$ cat src/rtl/code_entry_if.sv
// Operator panel to code_entry bundle: digit-select switches and raw buttons in, committed code and display status out.
// The master side is the operator panel/display; the slave side is the code_entry block.
interface code_entry_if;
  logic [2:0]      sw;
  logic            btn_edit;
  logic            btn_inc;
  logic            btn_dec;
  logic            btn_clr;
  logic [5:0][3:0] reg_cnt_cod;
  logic            sw_led_ena;
  logic            editing;
  logic            code_valid;

  modport master (
    output sw, btn_edit, btn_inc, btn_dec, btn_clr,
    input  reg_cnt_cod, sw_led_ena, editing, code_valid
  );

  modport slave (
    input  sw, btn_edit, btn_inc, btn_dec, btn_clr,
    output reg_cnt_cod, sw_led_ena, editing, code_valid
  );
endinterface

$ cat src/rtl/code_entry.sv
// Debounced six-digit code editor with atomic commit; a press acts DB_CYCLES+4 cycles after the raw edge, no backpressure.
// Digits are BCD by default; define CODE_ENTRY_HEX_EN for full hex digits.
module code_entry #(
  parameter int unsigned DB_CYCLES = 500000
) (
  input logic         clk,
  input logic         rst,
  code_entry_if.slave bus
);
  localparam int unsigned CNT_W = $clog2(DB_CYCLES);
  localparam logic [CNT_W-1:0] CNT_MAX = CNT_W'(DB_CYCLES - 1);

  typedef enum logic [1:0] {S_IDLE, S_EDIT, S_COMMIT} state_e;

  // Button bit order: {clr, dec, inc, edit}
  logic [3:0]            raw;
  logic [3:0]            sync1_q, sync2_q, acc_q, acc_dly_q, press_q;
  logic [3:0][CNT_W-1:0] cnt_q;

  assign raw = {bus.btn_clr, bus.btn_dec, bus.btn_inc, bus.btn_edit};

  always_ff @(posedge clk) begin
    if (rst) begin
      sync1_q   <= '0;
      sync2_q   <= '0;
      acc_q     <= '0;
      acc_dly_q <= '0;
      press_q   <= '0;
      cnt_q     <= '0;
    end else begin
      sync1_q   <= raw;
      sync2_q   <= sync1_q;
      acc_dly_q <= acc_q;
      press_q   <= acc_q & ~acc_dly_q;
      for (int i = 0; i < 4; i++) begin
        if (sync2_q[i] == acc_q[i]) begin
          cnt_q[i] <= '0;
        end else if (cnt_q[i] == CNT_MAX) begin
          acc_q[i] <= sync2_q[i];
          cnt_q[i] <= '0;
        end else begin
          cnt_q[i] <= cnt_q[i] + CNT_W'(1);
        end
      end
    end
  end

  function automatic logic [3:0] dig_inc(input logic [3:0] d);
`ifdef CODE_ENTRY_HEX_EN
    return d + 4'd1;
`else
    return (d >= 4'd9) ? 4'd0 : d + 4'd1;
`endif
  endfunction

  function automatic logic [3:0] dig_dec(input logic [3:0] d);
`ifdef CODE_ENTRY_HEX_EN
    return d - 4'd1;
`else
    return (d == 4'd0 || d > 4'd9) ? 4'd9 : d - 4'd1;
`endif
  endfunction

  state_e          state_q, state_d;
  logic [5:0][3:0] shadow_q, shadow_d, code_q, code_d;
  logic            loaded_q, loaded_d;
  logic            p_edit, p_inc, p_dec, p_clr;
  logic            dig_sel;
  logic [2:0]      dig_idx;

  assign {p_clr, p_dec, p_inc, p_edit} = press_q;
  assign dig_sel = (bus.sw >= 3'd1) && (bus.sw <= 3'd6);
  assign dig_idx = bus.sw - 3'd1;

  always_comb begin
    state_d  = state_q;
    shadow_d = shadow_q;
    code_d   = code_q;
    loaded_d = loaded_q;
    case (state_q)
      S_IDLE: begin
        if (p_edit) begin
          state_d  = S_EDIT;
          shadow_d = code_q;
        end
      end
      S_EDIT: begin
        // edit wins outright; simultaneous inc and dec cancel
        if (p_edit) begin
          state_d = S_COMMIT;
        end else if (p_clr) begin
          shadow_d = '0;
        end else if (dig_sel && (p_inc != p_dec)) begin
          if (p_inc) shadow_d[dig_idx] = dig_inc(shadow_q[dig_idx]);
          else       shadow_d[dig_idx] = dig_dec(shadow_q[dig_idx]);
        end
      end
      S_COMMIT: begin
        code_d   = shadow_q;
        loaded_d = 1'b1;
        state_d  = S_IDLE;
      end
      default: state_d = S_IDLE;
    endcase
  end

  always_ff @(posedge clk) begin
    if (rst) begin
      state_q  <= S_IDLE;
      shadow_q <= '0;
      code_q   <= '0;
      loaded_q <= 1'b0;
    end else begin
      state_q  <= state_d;
      shadow_q <= shadow_d;
      code_q   <= code_d;
      loaded_q <= loaded_d;
    end
  end

  assign bus.reg_cnt_cod = code_q;
  assign bus.sw_led_ena  = loaded_q && (state_q == S_IDLE);
  assign bus.editing     = (state_q == S_EDIT);
  assign bus.code_valid  = (state_q == S_COMMIT);
endmodule

$ cat src/flat_wrapper.sv
// flat-port wrapper written by rule: the top's interface ports become plain ports
module code_entry_flat 
#(
  parameter int unsigned DB_CYCLES = 500000
)
  (clk, rst, bus_sw, bus_btn_edit, bus_btn_inc, bus_btn_dec, bus_btn_clr, bus_reg_cnt_cod, bus_sw_led_ena, bus_editing, bus_code_valid);
  code_entry_if bus_i ();
  input logic clk;
  input logic rst;
  input wire logic [$bits(bus_i.sw)-1:0] bus_sw;
  input wire logic [$bits(bus_i.btn_edit)-1:0] bus_btn_edit;
  input wire logic [$bits(bus_i.btn_inc)-1:0] bus_btn_inc;
  input wire logic [$bits(bus_i.btn_dec)-1:0] bus_btn_dec;
  input wire logic [$bits(bus_i.btn_clr)-1:0] bus_btn_clr;
  output wire logic [$bits(bus_i.reg_cnt_cod)-1:0] bus_reg_cnt_cod;
  output wire logic [$bits(bus_i.sw_led_ena)-1:0] bus_sw_led_ena;
  output wire logic [$bits(bus_i.editing)-1:0] bus_editing;
  output wire logic [$bits(bus_i.code_valid)-1:0] bus_code_valid;
  assign bus_i.sw = bus_sw;
  assign bus_i.btn_edit = bus_btn_edit;
  assign bus_i.btn_inc = bus_btn_inc;
  assign bus_i.btn_dec = bus_btn_dec;
  assign bus_i.btn_clr = bus_btn_clr;
  assign bus_reg_cnt_cod = bus_i.reg_cnt_cod;
  assign bus_sw_led_ena = bus_i.sw_led_ena;
  assign bus_editing = bus_i.editing;
  assign bus_code_valid = bus_i.code_valid;
  code_entry #(.DB_CYCLES(DB_CYCLES)) u_core (.clk(clk), .rst(rst), .bus(bus_i));
endmodule
$ cat config.mk
export PLATFORM = sky130hd
export DESIGN_NAME = code_entry_flat
export DESIGN_NICKNAME = d
export VERILOG_FILES = /design/src/rtl/code_entry_if.sv /design/src/rtl/code_entry.sv /design/src/flat_wrapper.sv
export SDC_FILE = /design/constraint.sdc
export NUM_CORES = 1
export LEC_CHECK = 0
export CORE_MARGIN = 10
export CORE_UTILIZATION = 25
export CTS_CLUSTER_DIAMETER = 100
export DETAILED_ROUTE_END_ITERATION = 8
export PLACE_DENSITY = 0.52
export SKIP_LAST_GASP = 1
export SLEW_MARGIN = 20
export SYNTH_ARGS = -nofsm -noshare
export SYNTH_HDL_FRONTEND = slang
export SYNTH_SLANG_ARGS = --single-unit
$ cat constraint.sdc
create_clock -name clk -period 3.51 [get_ports clk]
set_input_delay 0.702 -clock clk [delete_from_list [all_inputs] [get_ports clk]]
set_output_delay 0.702 -clock clk [all_outputs]
set_load 0.02 [all_outputs]
==> results by group, run 1 <==
Logic synthesis
  • Avg Cell Area, Syn: slightly above 8 sq um
  • Largest area contributor in the netlist: dfxtp_1
  • FF+latch count, synth: 147
  • Post-synth EDFFs: 0
  • Register area share after synthesis: 0.431
  • Post-Syn Area: 6830 sq um
  • Ys flop type: dfxtp_1
  • Ys async rst share: 0
  • Top cells by area, synth: dfxtp_1, nor2_1, nand2_1
  • Ys Warns: 0
  • Share of the synthesized area in the top cell type: 0.431
  • Syn Nets: roughly 850
  • Gate Count Post-Synth: just over 800
  • Netlist cell types: 56

Drt
  • Initial DRC Count: 379
  • Drt pass-1 iters: 5
  • Via-per-instance ratio: 4.70
  • Top Metal Used: met4
  • # DRC: 0
  • Drt wl/cell: roughly 14 um
  • Met2 Wirelength: 7.67 mm
  • DR WL met3: around 860 um
  • Wire length on met1: between 8 and 9 mm
  • Post-Route WL: ~18 mm
  • DRT antenna net count: 0
  • Via count: 5865

Layout
  • Commonest non-fill, non-tap cell in the layout: dfxtp_1
  • Fillers: 2835
  • Synth-to-Final Area Change: 24.2%
  • Register cell area after layout: between 2000 and 3000 sq um
  • Ant. Diodes: 0
  • Share of layout cells above drive strength 1: 0.111
  • Core Util, Final: 0.315
  • Fin nets: 914
  • Most frequent cells in the layout: dfxtp_1, nor2_1, nand2_1
  • Footprint of the multi-input gates: 3740 sq um

Worst setup path
  • Reg2Reg Depth: 10
  • CP Max Fanout: 8
  • Kind of critical path: in2reg
  • Cells along the critical path: clkdlybuf4s50_1, inv_1, ha_1, buf_4, xor2_4, nor3_1, a311oi_4, buf_4, ha_1, o2111ai_2, mux2i_1, buf_4, or3_1, a311oi_1
  • Worst Setup Start Kind: primary input
  • CP max stage delay: about 0.47 ns
  • WP data required: 3.84 ns
  • Cell repeated most along the worst path: buf_4
  • Worst path slowest cell: clkdlybuf4s50_1
  • CP Capture Type: flip-flop
  • Critical path arrival: 3.73 ns

Clocking
  • Sink Count: between 100 and 150
  • Root buffer cell: clkbuf_16
  • CTS Buf Count: 17
  • H-Tree Level Count: 4
  • TritonCTS clock tree: yes
  • Hold_buf cts: 0
  • Worst-path clk slew: roughly 0.060 ns
  • Clock Path Buffers: 2
  • Clock Latency Late Sink: about 0.43 ns

Floorplan
  • # IOs: 36
  • Site Rows: 60
  • DIE AREA: 34300 sq um
  • Core Region: 27000 sq um
  • Initial core utilization: 0.253
  • Die W: roughly 190 um
  • Die Ht: roughly 190 um

Job
  • Max Cap Violations: 0

STA
  • F_max: roughly 290 MHz
  • Minimum clock period: 3.39 ns
  • Slew @ Worst Pin: around 0.86 ns
  • Final Setup Violations: 0
  • Hold Worst Slack: 0.379 ns
  • Final Hold Viols: 0
  • Worst Skew: 0.00969 ns
  • Relative slew slack: 0.426
  • Max Slew Vio Count: 0
  • RSZ-0062 raised after global routing: true
  • Final WS setup: 0.117 ns
  • Fin crit share: 0.967

Hold path
  • Hold Path Depth: 1
  • Hold Crit Class: reg2reg

Global routing
  • Initial antenna violation count: 0
  • Largest net degree at the start of global routing: 33
  • Global-route wire length before repair: about 29 mm
  • Gr ovfl total: 0
  • Vias in the first global route: 5511
  • Total Routing Usage GR: 0.105

Power and ir drop
  • VDD IR-drop max: 380 uV
  • Power Density: 430 nW/um^2
  • Leak: between 0.002 and 0.003 uW

Status
  • Status: complete, no violations

Placement
  • IO Port Bufs: 35
  • GPL Wtd Cong: between 0.9 and 1
  • Post-DP HPWL: approximately 13 mm
  • Dpl ws: -0.438 ns
## kinds of logic after synthesis
group	count (synthesis)	synth area share
mux	17	0.0269
xor+xnor	75	0.0973
simple gates	420	0.287
fa+ha+maj	11	0.0201
compound gates	107	0.108
buf+inv	52	0.0302
flops	147	0.431
## report_power, final
group	switching (uW)	internal [uW]	total, uW
Clock	797	1070	1870
Sequential	3.31	1670	1680
Combinational	61.0	38.8	99.8
Total	862	2790	3650
## through the flow
stage | cells | area, sq um | setup TNS (ns) | total power, uW
2_1_floorplan | 829 | 6840 | 0 | 1770
3_3_place_gp | 1214 | 7820 | -9.04 | 1810
3_5_place_dp | 1214 | 7820 | -9.24 | 1810
4_1_cts | 1246 | 8410 | 0 | 3680
5_1_grt | 1248 | 8480 | -0.0669 | 3770
6_report | 1248 | 8480 | 0 | 3650
## synthesized netlist by cell type, types with 2 or more instances
cell and count:
a211oi_1 13, a21o_1 3, a21oi_1 34, a221oi_1 8, a22oi_1 3, a311oi_1 7
a31o_1 4, a41o_1 2, and2_1 9, and3_1 15, and3b_1 2, and4_1 6
buf_1 3, buf_2 3, clkbuf_1 29, dfxtp_1 147, ha_1 11, inv_1 14
mux2_2 7, mux2i_1 9, nand2_1 109, nand2b_1 4, nand3_1 52, nand3b_1 2
nand4_1 15, nor2_1 137, nor2b_1 18, nor3_1 22, nor4_1 6, o211ai_1 6
o21ai_0 14, o31ai_1 3, o41ai_1 3, or3_1 14, or4_1 2, xnor2_1 42
xor2_1 32
## flip-flops by register name, indices dropped and copies added, names as in the netlist
signal                  count
u_core.loaded_q             1
u_core.press_q              4
u_core.acc_dly_q            4
u_core.acc_q                4
u_core.sync1_q              4
u_core.shadow_q            24
u_core.cnt_q               76
u_core.bus.reg_cnt_cod     24
u_core.sync2_q              4
u_core.state_q              2
## layer usage
layer / vias up / track usage
li1: 3002 / -
met1: 2716 / 0.140
met2: 122 / 0.156
met3: 25 / 0.0294
met4: 0 / 0.0390
met5: - / 0
## critical path: cells and delay by family
family,cells,cell delay (ns)
adders and majority gates,2,0.47
xor gates and xnor gates,1,0.16
buffers and inverters,5,1.05
and+or+nand+nor,2,0.66
AOI/OAI and AO/OA,3,0.54
muxes,1,0.15
## final timing paths
kind / endpoint / from / slack [ns]
setup reg to reg: u_core.shadow_q[12] / u_core.shadow_q[13] / 1.02
hold / removal: u_core.press_q[1] / u_core.acc_dly_q[1] / 0.38
hold reg to reg: u_core.press_q[1] / u_core.acc_dly_q[1] / 0.38
setup / recovery: u_core.shadow_q[12] / bus_sw[0] / 0.12
## cell type report
class / instances / share of cell area
inverter: 16 / 0.00708
tap: 341 / 0.0503
multi-input combinational: 630 / 0.441
clock buffer: 18 / 0.0506
timing repair buffer: 82 / 0.0842
clock inverter: 14 / 0.0199
sequential: 147 / 0.347
## repair_timing
action                     4_1_cts  5_1_grt
gates resized for setup          0       10
setup endpoints to repair        0       22
hold endpoints to repair         0        0
setup buffers                    0        2
Power figures use the tool's default switching activity.
==> run 2: changes to the inputs <==
==> constraint.sdc (replaced) <==
create_clock -name clk -period 3.51 [get_ports clk]
set_input_delay 0.5265 -clock clk [delete_from_list [all_inputs] [get_ports clk]]
set_output_delay 0.5265 -clock clk [all_outputs]
set_load 0.02 [all_outputs]
==> run 2 against run 1 <==
  * Global-route usage is 0.11 points higher
  * Die area stayed put
  * Clock power fell by 3%
  * Routed wire length fell by 0.90%
  * Clock-buffer cell count did not move
  * Core utilization shrank 0.57 points
  * First-iteration DRC count fell by 3.2%
  * Worst setup slack improved by 0.11 ns
  * Combinational power is 7.7% lower
==> results by group, run 2 (synthesis gave the netlist of run 1 again) <==
STA
  • Worst Skew: 0.0113 ns (+0.00162 ns)
  • Final WS setup: 0.225 ns (+0.108 ns)
  • Slew @ Worst Pin: 0.792 ns (-0.0658 ns)
  • Hold Worst Slack: 0.385 ns (+0.00537 ns)
  • Relative slew slack: 0.470 (+0.0440)
  • Fin crit share: 0.936 (-0.0307)
  • Max Slew Vio Count: 0 (unchanged)
  • F_max: 304 MHz (+3.3%)
  • Final Setup Violations: 0 (unchanged)
  • Final Hold Viols: 0 (unchanged)
  • Minimum clock period: 3.28 ns (-0.108 ns)
  • RSZ-0062 raised after global routing: false

Drt
  • Drt wl/cell: 14.3 um (-0.10%)
  • Post-Route WL: 17.7 mm (-0.90%)
  • Via-per-instance ratio: 4.72 (+0.34%)
  • Drt pass-1 iters: 6 (+1)
  • Via count: 5838 (-0.46%)
  • # DRC: 0 (unchanged)
  • DRT antenna net count: 0 (unchanged)
  • Initial DRC Count: 367 (-3.2%)

Global routing
  • Global-route wire length before repair: 29.3 mm (+1.6%)
  • Vias in the first global route: 5563 (+0.94%)
  • Total Routing Usage GR: 0.106 (+0.00106)
  • Largest net degree at the start of global routing: 34 (+3.0%)
  • Gr ovfl total: 0 (unchanged)
  • Initial antenna violation count: 0 (unchanged)

Placement
  • Dpl ws: -0.358 ns (+0.0804 ns)
  • Post-DP HPWL: 12.5 mm (-0.18%)
  • # placed instances: 1207 (-0.58%)
  • GPL Wtd Cong: 0.837 (-7.0%)
  • Placed inst area: 7740 sq um (-0.93%)
  • IO Port Bufs: 35 (unchanged)

Power and ir drop
  • VDD IR-drop max: 277 uV (-27%)
  • Power Density: 431 nW/um^2 (+0.25%)
  • Leak: 0.00274 uW (-2.4%)

Layout
  • Final Non-Filler Cells: 1238 (-0.80%)
  • Design area: 8330 sq um (-1.8%)
  • Synth-to-Final Area Change: 21.9%
  • Core Util, Final: 0.309 (-0.00571)
  • Fin nets: 905 (-0.98%)
  • Most flop-heavy register: u_core.cnt_q
  • Share of layout cells above drive strength 1: 0.0959 (-0.0155)
  • Commonest non-fill, non-tap cell in the layout: dfxtp_1
  • Ant. Diodes: 0 (unchanged)
  • Most frequent cells in the layout: dfxtp_1, nor2_1, nand2_1
  • Max reg flops: 76 (unchanged)

Worst setup path
  • Cells along the critical path: clkdlybuf4s50_1, inv_1, ha_1, xnor2_1, mux2_4, a311oi_2, ha_1, o2111ai_1, buf_4, nor4b_1, nor3_2, a31o_1
  • Reg2Reg Depth: 8 (-2)
  • Cell family with most CP delay: compound AO/OA/AOI/OAI gates
  • Kind of critical path: in2reg
  • Worst Setup SP: bus_sw[0]
  • Buf/Inv on CP: 3 (-2)
  • Worst Setup Start Kind: primary input
  • WP data required: 3.82 ns (-0.02 ns)
  • Cell repeated most along the worst path: ha_1
  • CP Max Fanout: 6 (-2)
  • Number of cells on the critical path: 12 (-2)
  • CP Capture Type: flip-flop
  • Worst Setup EP: u_core.shadow_q[19]
  • Worst path slowest cell: clkdlybuf4s50_1
  • Critical path arrival: 3.59 ns (-0.14 ns)
  • Reg2reg end: u_core.shadow_q[19]
  • R2R setup slack: 1.04 ns (+0.02 ns)
  • CP max stage delay: 0.48 ns (about the same)
  • Worst r2r src: u_core.shadow_q[1]

Clocking
  • Worst-path clk slew: 0.06 ns (about the same)
  • TritonCTS clock tree: yes
  • Clock Latency Late Sink: 0.42 ns (about the same)
  • Clock Path Buffers: 2 (unchanged)
  • H-Tree Level Count: 4 (unchanged)
  • Sink Count: 147 (unchanged)
  • Root buffer cell: clkbuf_16
  • CTS Buf Count: 17 (unchanged)

Floorplan
  • Die W: 185 um (unchanged)
  • Site Rows: 60 (unchanged)
  • Die Ht: 185 um (unchanged)
  • Core Region: 27000 sq um (unchanged)
  • DIE AREA: 34300 sq um (unchanged)
  • Initial core utilization: 0.253 (unchanged)
  • # IOs: 36 (unchanged)

Job
  • Max Cap Violations: 0 (unchanged)

Status
  • Status: complete, no violations

Hold path
  • Hold Crit Class: reg2reg
run 2: cell count changes in the layout (fill, tap and decap cells not counted), sizes merged:
cell	change
buf	-9
clkinv	+1
clkinvlp	-1
inv	-1
run 2: through the flow:
| stage | TNS (ns) | power [uW] |
|---|---|---|
| finish | 0 | 3590 |
| CTS | 0 | 3630 |
| floorplan | 0 | 1770 |
| global placement | -3.08 | 1810 |
| detailed placement | -4.10 | 1810 |
| global route | 0 | 3720 |
run 2: per-layer routing:
layer | vias up | wire length, um | global-route usage
met5 | - | 0 | 0
li1 | 2980 | - | -
met1 | 2713 | 8880 | 0.141
met3 | 20 | 850 | 0.0286
met4 | 0 | 230 | 0.0302
met2 | 125 | 7710 | 0.163
run 2: worst min path at each step:
stage | start | to | cells after the start
6_report | u_core.acc_dly_q[2] | u_core.press_q[2] | 1
5_1_grt | u_core.acc_dly_q[2] | u_core.press_q[2] | 1
4_1_cts | u_core.acc_dly_q[2] | u_core.press_q[2] | 1
3_5_place_dp | u_core.acc_dly_q[2] | u_core.press_q[2] | 1
3_3_place_gp | u_core.acc_dly_q[1] | u_core.press_q[1] | 1
2_1_floorplan | u_core.acc_dly_q[0] | u_core.press_q[0] | 1
run 2: cell type report:
class,instances,area (sq um)
clock buffer,18,429
timing repair buffer,73,631
clock inverter,13,149
inverter,16,60.1
fill,2848,18600
sequential,147,2940
tap,341,427
multi-input combinational,630,3690
run 2: repair_timing:
item	CTS	global route
endpoints found under the setup margin	0	10
setup buffers	0	0
resized for setup	0	2
hold buffers	0	0
run 2: worst register-to-register path: cells and delay by family (launching register included):
family | cells | cell delay, ns
muxes | 1 | 0.27
buffers and inverters | 1 | 0.16
and+or+nand+nor | 2 | 0.54
AOI/OAI and AO/OA | 3 | 0.81
DFF | 1 | 0.35
adders and majority gates | 1 | 0.24
run 2: power by group:
| part | internal [uW] | switching [uW] |
|---|---|---|
| Sequential | 1670 | 3.03 |
| Combinational | 33.7 | 58.4 |
| Clock | 1060 | 763 |
| Total | 2770 | 824 |
==> run 3: changes to the inputs <==
--- a/config.mk
+++ b/config.mk
@@ -5,11 +5,13 @@
 export SDC_FILE = /design/constraint.sdc
 export NUM_CORES = 1
 export LEC_CHECK = 0
+export CELL_PAD_IN_SITES_DETAIL_PLACEMENT = 0
+export CELL_PAD_IN_SITES_GLOBAL_PLACEMENT = 1
 export CORE_MARGIN = 10
 export CORE_UTILIZATION = 25
 export CTS_CLUSTER_DIAMETER = 100
 export DETAILED_ROUTE_END_ITERATION = 8
-export PLACE_DENSITY = 0.52
+export PLACE_DENSITY = 0.62
 export SKIP_LAST_GASP = 1
 export SLEW_MARGIN = 20
 export SYNTH_ARGS = -nofsm -noshare
==> run 3 against run 2 <==
  * Clock-buffer cell count unchanged
  * Largest power group unchanged
  * Combinational power grew 1%
  * Worst setup slack lost 0.055 ns
  * First-iteration DRC count shrank 12%
  * Sequential share of layout area about the same
  * Sequential cell count unchanged
  * Clock power increased by 3%
  * Die area is the same
  * Critical path type unchanged
  * Maximum frequency fell by 1.6%
==> results by group, run 3 (synthesis gave the netlist of run 1 again) <==
Status
  • Status: complete, no violations

Placement
  • IO Port Bufs: 35 (unchanged)
  • Placed inst area: 7710 sq um (-0.39%)
  • GPL Wtd Cong: 0.892 (+6.6%)
  • Post-DP HPWL: 12.8 mm (+2.1%)
  • # placed instances: 1203 (-0.33%)

Hold path
  • Hold Crit Class: reg2reg

Drt
  • Via count: 5764 (-1.3%)
  • Met2 Wirelength: 7.74 mm (+0.44%)
  • DRT antenna net count: 0 (unchanged)
  • Wire length on met1: 9.05 mm (+1.9%)
  • DR WL met3: 704 um (-17%)
  • Initial DRC Count: 323 (-12%)
  • Post-Route WL: 17.8 mm (+0.75%)
  • Via-per-instance ratio: 4.67 (-1.0%)
  • # DRC: 0 (unchanged)
  • Drt pass-1 iters: 4 (-2)
  • Top Metal Used: met4
  • Drt wl/cell: 14.4 um (+0.99%)

STA
  • Max Slew Vio Count: 0 (unchanged)
  • Fin crit share: 0.951 (+0.0155)
  • Slew @ Worst Pin: 0.756 ns (-0.0358 ns)
  • Minimum clock period: 3.34 ns (+0.0545 ns)
  • Worst Skew: 0.0137 ns (+0.00234 ns)
  • Final Setup Violations: 0 (unchanged)
  • TNS Setup: 0 ns (unchanged)
  • Relative slew slack: 0.492 (+0.0219)
  • F_max: 299 MHz (-1.6%)
  • Final Hold Viols: 0 (unchanged)
  • RSZ-0062 raised after global routing: false

Global routing
  • Largest net degree at the start of global routing: 35 (+2.9%)
  • Vias in the first global route: 5662 (+1.8%)
  • Total Routing Usage GR: 0.106 (+0.000670)
  • Initial antenna violation count: 0 (unchanged)
  • Gr ovfl total: 0 (unchanged)
  • Global-route wire length before repair: 29.5 mm (+0.64%)

Clocking
  • Sink Count: 147 (unchanged)
  • CTS Buf Count: 17 (unchanged)
  • Worst-path clk slew: 0.06 ns (about the same)
  • Clock Path Buffers: 2 (unchanged)
  • TritonCTS clock tree: yes
  • Clock Latency Late Sink: 0.42 ns (about the same)
  • H-Tree Level Count: 4 (unchanged)
  • Hold_buf cts: 0 (unchanged)
  • Root buffer cell: clkbuf_16

Floorplan
  • Die Ht: 185 um (unchanged)
  • DIE AREA: 34300 sq um (unchanged)
  • Site Rows: 60 (unchanged)
  • Core Region: 27000 sq um (unchanged)
  • Initial core utilization: 0.253 (unchanged)
  • # IOs: 36 (unchanged)
  • Die W: 185 um (unchanged)

Layout
  • Share of layout cells above drive strength 1: 0.0928 (-0.00303)
  • Register cell area after layout: 2940 sq um (unchanged)
  • Most flop-heavy register: u_core.cnt_q
  • Most frequent cells in the layout: dfxtp_1, nor2_1, nand2_1
  • Design area: 8330 sq um (about the same)
  • Ant. Diodes: 0 (unchanged)
  • Footprint of the multi-input gates: 3690 sq um (-0.14%)
  • Core Util, Final: 0.309 (about the same)
  • Max reg flops: 76 (unchanged)
  • Synth-to-Final Area Change: 21.9% (about the same)
  • Fin nets: 901 (-0.44%)
  • Final Non-Filler Cells: 1235 (-0.24%)
  • Fillers: 2852 (+0.14%)
  • Commonest non-fill, non-tap cell in the layout: dfxtp_1

Worst setup path
  • CP Capture Type: flip-flop
  • Worst Setup Start Kind: primary input
  • Worst path slowest cell: nor3_1
  • CP Max Fanout: 6 (unchanged)
  • CP max stage delay: 0.59 ns (+0.11 ns)
  • Critical path arrival: 3.61 ns (+0.02 ns)
  • Cells along the critical path: clkdlybuf4s50_1, inv_1, ha_1, xnor2_1, buf_4, mux2_4, a311oi_2, buf_4, inv_1, ha_1, nand2_1, a21oi_1, nor3_1, o41ai_1
  • Kind of critical path: in2reg
  • WP data required: 3.78 ns (-0.04 ns)

Power and ir drop
  • Power Density: 438 nW/um^2 (+1.7%)
  • Leak: 0.00274 uW (-0.18%)
  • Switching part of the total: 0.233 (+0.00317)
  • Internal power: 2800 uW (+1.2%)
  • Seq pwr share: 0.459 (-0.008)
  • VDD IR-drop max: 313 uV (+13%)
  • Logic pwr share: 0.026 (about the same)
  • Switch Pwr: 849 uW (+3.1%)
  • Clock power frac: 0.515 (+0.008)
  • Design Power: 3650 uW (+1.6%)

Job
  • Max Cap Violations: 0 (unchanged)
## run 3: cell count changes in the layout (fill, tap and decap cells not counted), sizes merged
cell / before / now
inv: 21 / 22
buf: 39 / 35
## run 3: final cells by class
type                       count  share of cell area
clock buffer                  18              0.0528
timing repair buffer          69              0.0721
sequential                   147               0.353
inverter                      16             0.00721
multi-input combinational    630               0.443
tap                          341              0.0512
clock inverter                14              0.0203
## run 3: worst paths after layout
check                            from  cells past startpoint  slack (ns)                  end
setup / recovery            bus_sw[0]                     14        0.17  u_core.shadow_q[10]
hold / removal    u_core.acc_dly_q[2]                      1        0.38    u_core.press_q[2]
setup reg to reg   u_core.shadow_q[1]                      9        1.01  u_core.shadow_q[10]
hold reg to reg   u_core.acc_dly_q[2]                      1        0.38    u_core.press_q[2]
## run 3: power groups by stage
stage | Sequential, uW | Clock [uW] | Combinational (uW)
2_1_floorplan | 1710 | 0 | 55.1
3_3_place_gp | 1710 | 0 | 95.1
3_5_place_dp | 1710 | 0 | 95.0
4_1_cts | 1680 | 1940 | 95.4
5_1_grt | 1680 | 2000 | 103
6_report | 1680 | 1880 | 93.4
## run 3: through the flow
stage | hold WS, ns | setup WS (ns)
3_5_place_dp | 0.380 | -0.238
2_1_floorplan | 0.367 | 0.127
3_3_place_gp | 0.372 | -0.224
5_1_grt | 0.402 | 0.0261
6_report | 0.384 | 0.171
4_1_cts | 0.389 | 0.211
## run 3: repair_timing
| item | in CTS | in global routing |
|---|---|---|
| resized for setup | 0 | 1 |
| buffers inserted | 0 | 0 |
| endpoints found under the setup margin | 0 | 1 |
## run 3: worst max-delay path: cells and delay by family
kind / cells / cell delay [ns]
compound gates: 3 / 0.65
fa+ha+maj: 2 / 0.40
xor+xnor: 1 / 0.14
buf+inv: 5 / 0.94
mux: 1 / 0.30
simple gates: 2 / 0.66
## run 3: routing by layer
layer  up-vias  global-route usage
met5         -                   0
met4         0              0.0416
met3        18              0.0237
met2        89               0.160
met1      2685               0.143
li1       2972                   -
